===== src/rtl/regfile_wb_arbiter.sv =====
// Write-back arbiter for the register file write port: pipeline results vs. a small FIFO of long-latency results.
// Latency 1 cycle to registered WE/W/Din; L_Ready drops when FIFO full; Stall_Req forces a FIFO grant after STARVE_MAX lost cycles.
module regfile_wb_arbiter #(
    parameter int DATA_WIDTH = 32,
    parameter int ADDR_WIDTH = 5,
    parameter int DEPTH      = 4,
    parameter int STARVE_MAX = 8
) (
    input  logic                     Clk,
    input  logic                     Rst_n,
    input  logic                     P_WE,
    input  logic [ADDR_WIDTH-1:0]    P_W,
    input  logic [DATA_WIDTH-1:0]    P_Din,
    input  logic                     L_Valid,
    input  logic [ADDR_WIDTH-1:0]    L_W,
    input  logic [DATA_WIDTH-1:0]    L_Din,
    output logic                     L_Ready,
    output logic                     Stall_Req,
    output logic                     WE,
    output logic [ADDR_WIDTH-1:0]    W,
    output logic [DATA_WIDTH-1:0]    Din,
    output logic [2**ADDR_WIDTH-1:0] Pend_Mask
);
    localparam int PW   = $clog2(DEPTH);
    localparam int CW   = PW + 1;
    localparam int SW   = $clog2(STARVE_MAX + 1);
    localparam int NREG = 2**ADDR_WIDTH;

    logic [ADDR_WIDTH-1:0] fifo_w_q [DEPTH];
    logic [DATA_WIDTH-1:0] fifo_d_q [DEPTH];
    logic [PW-1:0]         rd_ptr_q, rd_ptr_d, wr_ptr_q, wr_ptr_d;
    logic [CW-1:0]         count_q, count_d;
    logic [SW-1:0]         starve_q, starve_d;
    logic                  we_q, we_d;
    logic [ADDR_WIDTH-1:0] w_q, w_d;
    logic [DATA_WIDTH-1:0] din_q, din_d;
    logic [NREG-1:0]       pend_q, pend_d;
    logic                  from_fifo_q, from_fifo_d;

    logic empty, pipe_ok, pop, push;

    assign empty     = (count_q == '0);
    assign L_Ready   = Rst_n & (count_q < CW'(DEPTH));
    assign Stall_Req = Rst_n & ~empty & (starve_q == SW'(STARVE_MAX));
    // Writes to x0 are never forwarded nor buffered.
    assign pipe_ok   = P_WE & (P_W != '0);
    assign pop       = ~empty & (Stall_Req | ~pipe_ok);
    assign push      = L_Valid & L_Ready & (L_W != '0);

    always_comb begin
        rd_ptr_d    = rd_ptr_q + PW'(pop);
        wr_ptr_d    = wr_ptr_q + PW'(push);
        count_d     = count_q + CW'(push) - CW'(pop);
        starve_d    = starve_q;
        we_d        = pop | pipe_ok;
        w_d         = w_q;
        din_d       = din_q;
        from_fifo_d = pop;
        pend_d      = pend_q;

        if (empty || pop)
            starve_d = '0;
        else if (starve_q != SW'(STARVE_MAX))
            starve_d = starve_q + SW'(1);

        if (pop) begin
            w_d   = fifo_w_q[rd_ptr_q];
            din_d = fifo_d_q[rd_ptr_q];
        end else if (pipe_ok) begin
            w_d   = P_W;
            din_d = P_Din;
        end

        // Clear for the write committed this cycle first so a fresh accept of the same register wins.
        if (we_q && from_fifo_q)
            pend_d[w_q] = 1'b0;
        if (push)
            pend_d[L_W] = 1'b1;
    end

    always_ff @(posedge Clk) begin
        if (!Rst_n) begin
            rd_ptr_q    <= '0;
            wr_ptr_q    <= '0;
            count_q     <= '0;
            starve_q    <= '0;
            we_q        <= 1'b0;
            w_q         <= '0;
            din_q       <= '0;
            pend_q      <= '0;
            from_fifo_q <= 1'b0;
        end else begin
            rd_ptr_q    <= rd_ptr_d;
            wr_ptr_q    <= wr_ptr_d;
            count_q     <= count_d;
            starve_q    <= starve_d;
            we_q        <= we_d;
            w_q         <= w_d;
            din_q       <= din_d;
            pend_q      <= pend_d;
            from_fifo_q <= from_fifo_d;
        end
    end

    always_ff @(posedge Clk) begin
        if (push) begin
            fifo_w_q[wr_ptr_q] <= L_W;
            fifo_d_q[wr_ptr_q] <= L_Din;
        end
    end

    assign WE        = we_q;
    assign W         = w_q;
    assign Din       = din_q;
    assign Pend_Mask = pend_q;
endmodule


===== config.mk =====
export PLATFORM = sky130hd
export DESIGN_NAME = regfile_wb_arbiter
export DESIGN_NICKNAME = d
export VERILOG_FILES = /design/src/rtl/regfile_wb_arbiter.sv
export SDC_FILE = /design/constraint.sdc
export NUM_CORES = 1
export LEC_CHECK = 0
export CORE_AREA = 2 2 131 183
export CTS_BUF_LIST = sky130_fd_sc_hd__clkbuf_8
export DETAILED_ROUTE_END_ITERATION = 16
export DIE_AREA = 0 0 133 185
export PLACE_DENSITY = 0.71
export SLEW_MARGIN = 20
export SYNTH_ARGS = -nofsm -noshare
export SYNTH_HDL_FRONTEND = slang
export SYNTH_SLANG_ARGS = --single-unit

===== constraint.sdc =====
create_clock -name Clk -period 6.6 [get_ports Clk]
set_input_delay 0.99 -clock Clk [delete_from_list [all_inputs] [get_ports Clk]]
set_output_delay 0.99 -clock Clk [all_outputs]
set_load 0.05 [all_outputs]

==> results.md <==
- Via count: 5782
- Post-Syn Area: 9050 um2
- Clk pin slew, worst setup/hold paths: 0.06 ns
- Most common flop cell mapped by yosys: edfxtp_1
- Max-Cap Viols: 0
- Worst Hold Class: register to register
- Avg Inst Size Synth: 15.0 um2
- Register-to-Register Path Depth: 12
- WL per Instance: 19.7 um
- WL final: 21.7 mm
- CP required: 6.96 ns
- Critical path endpoint category: register
- Seq/Total Area, Yosys: 67.3%
- Setup Buffers After CTS: 0
- Final setup TNS: 0 ns
- Design area: 11700 um2
- Status: finished, final reports clean
- Startpoint Class: primary input
- Worst-Margin Slew: 1.06 ns
- LEAKAGE: 4.05 nW
- CTS root buf: clkbuf_8
- Area delta synth->final: 29.1%
- F_max: 0.263 GHz
- Final Power: 4.13 mW
- Synth top area share: 49.1%
- Clk_lat worst skew: 0.51 ns
- Nets: 850
- Core Region: 23000 um2
- Drt via density: 5.26
- FP Rows: 66
- Largest net degree at the start of global routing: 42
- Die W: 133 um
- I/O Buffers: 149
- Die ar.: 24600 um2
- DR pass1 iterations: 7
- Final RePlAce weighted congestion: 0.876
- Slew headroom: 29.2%
- Fin. Hold Viols: 0
- Most frequent cells in the layout: edfxtp_1 (148), clkdlybuf4s50_1 (148), dfxtp_1 (80)
- DRC viols: 0
- CTS tree: yes
- Cell count after synthesis: 603
- CP Max Fanout: 41
- Final setup vio count: 0
- Synth Register Bits: 230
- Yosys top cell by area: edfxtp_1
- Hold_buf cts: 0
- Worst setup path start: P_W[0]
- Total grt overflow: 0
- First-pass GRT wire length: 33.2 mm
- Longest Clk Path Bufs: 3
- Final Core Density: 50.7%
- RSZ-0062 raised after global routing: no
- Clock power share: 31.3%
- CTS Sinks: 230
- Internal cell power: 2.85 mW
- Worst r2r src: count_q[0]
- Worst setup endpoint: count_q[2]
- Crit path time final: 3.81 ns
- Antenna Cells: 0
- Number of distinct library cells after synthesis: 44
- Sw Pwr: 1.28 mW
- Placed Area: 10900 um2
- Maximum VDD drop: 185 uV
- Synth Net Count: 688
- Synth area leaders: edfxtp_1 (49%), dfxtp_1 (18%), mux4_2 (9.2%)
- Post-synth EDFFs: 148
- Chip height: 185 um
- Ys Warns: 0
- Sequential share of power: 43.0%
- Detailed Place HPWL: 13.8 mm
- Post-route antenna net violation count: 0
- Initial Utilization: 39.3%
- Fin. max-slew vios: 0
- Num ports: 150
- Final worst-path cycle share: 57.7%
- Comb power frac: 25.7%
- Setup CP Type: primary input to register
- CTS Buf Count: 37
- DRT iter0 DRCs: 279
- Worst reg-to-reg setup slack: 3.61 ns
- RR Endpoint: count_q[2]
- Vias in the first global route: 6023
- H-Tree Level Count: 2
- Total track usage: 17.6%
- Post-Route Skew: 0.0293 ns
- Arrival time at the worst endpoint: 4.16 ns
- Synth async-reset ratio: 0%
- Sw frac: 31.1%
- Resized cells post-CTS: 0
- WHS: 0.460 ns
- Pwr dens: 354 nW/um2
- Fraction of layout cells with a size suffix above 1: 15.4%
- Number of antenna violations at the first check in global routing: 0
[state kept, by name, summed over array words and instances (netlist names)]
register,count
Din,32
Pend_Mask,32
W,5
WE,1
count_q,3
fifo_d_q,128
fifo_w_q,20
from_fifo_q,1
rd_ptr_q,2
starve_q,4
wr_ptr_q,2
[routing by layer]
| metal | part of all wire, % | wire (um) | global-route usage [%] | vias to the layer above |
|---|---|---|---|---|
| met5 | 0 | 0 | 0 | - |
| li1 | - | - | - | 2697 |
| met3 | 4.9 | 1060 | 3.12 | 51 |
| met2 | 54 | 11600 | 32.7 | 195 |
| met4 | 3.7 | 794 | 7.87 | 0 |
| met1 | 38 | 8160 | 19.5 | 2839 |
[kinds of logic after synthesis]
kind of cell / after synthesis / synth area share, %
adders and majority gates: 7 / 1.05
muxes: 37 / 9.21
DFF: 230 / 67.3
and+or+nand+nor: 120 / 7.43
AOI/OAI and AO/OA: 154 / 12.2
buffers and inverters: 49 / 2.31
xor gates and xnor gates: 6 / 0.581
[synthesized netlist by cell type, drive strengths merged, types with 4 or more instances]
master	n
o21ai	39
nand3b	5
o31a	32
and2	4
dfxtp	82
nor3	4
inv	10
nor2	14
o211a	33
nand2	37
edfxtp	148
a21oi	38
or3	35
ha	6
xnor2	5
nor3b	6
mux4	37
buf	13
clkbuf	26
[area by class of cell]
type,count,area [um2]
Fill cell,1984,11400
Sequential cell,230,6090
Multi-Input combinational cell,324,2790
Timing Repair Buffer,162,1580
Clock buffer,42,578
Tap cell,306,383
Clock inverter,26,220
Inverter,10,37.5
[worst min path at each step]
stage | from | endpoint | cells after the start
5_1_grt | Pend_Mask[0] | Pend_Mask[0] | 1
2_1_floorplan | starve_q[0] | starve_q[0] | 1
6_report | Pend_Mask[0] | Pend_Mask[0] | 1
4_1_cts | Pend_Mask[0] | Pend_Mask[0] | 1
3_5_place_dp | Pend_Mask[0] | Pend_Mask[0] | 1
3_3_place_gp | Pend_Mask[0] | Pend_Mask[0] | 1
[metrics by stage]
step	setup slack, ns	instances
3_5_place_dp	2.27	1032
3_3_place_gp	2.34	1032
5_1_grt	2.68	1100
6_report	2.79	1100
2_1_floorplan	1.71	603
4_1_cts	2.79	1100
[critical path, cell delays in order]
cell and delay, ns:
clkdlybuf4s50_1 0.45, or4_4 0.58, o21ai_4 0.13, buf_4 0.41, o21ai_2 0.08, buf_4 0.29
inv_2 0.11, ha_1 0.13, inv_1 0.04, ha_1 0.19, fa_1 0.38, xnor2_1 0.17
xnor2_1 0.14, nor2_1 0.06
[power by group through the flow]
| stage | Sequential, mW | Clock, mW | Combinational (mW) |
|---|---|---|---|
| CTS | 1.78 | 1.32 | 1.07 |
| detailed placement | 1.81 | 0 | 1.07 |
| floorplan | 1.96 | 0 | 0.536 |
| global route | 1.79 | 1.39 | 1.12 |
| global placement | 1.81 | 0 | 1.05 |
| finish | 1.78 | 1.29 | 1.06 |
Note: power is estimated with default switching activity, not from simulation.
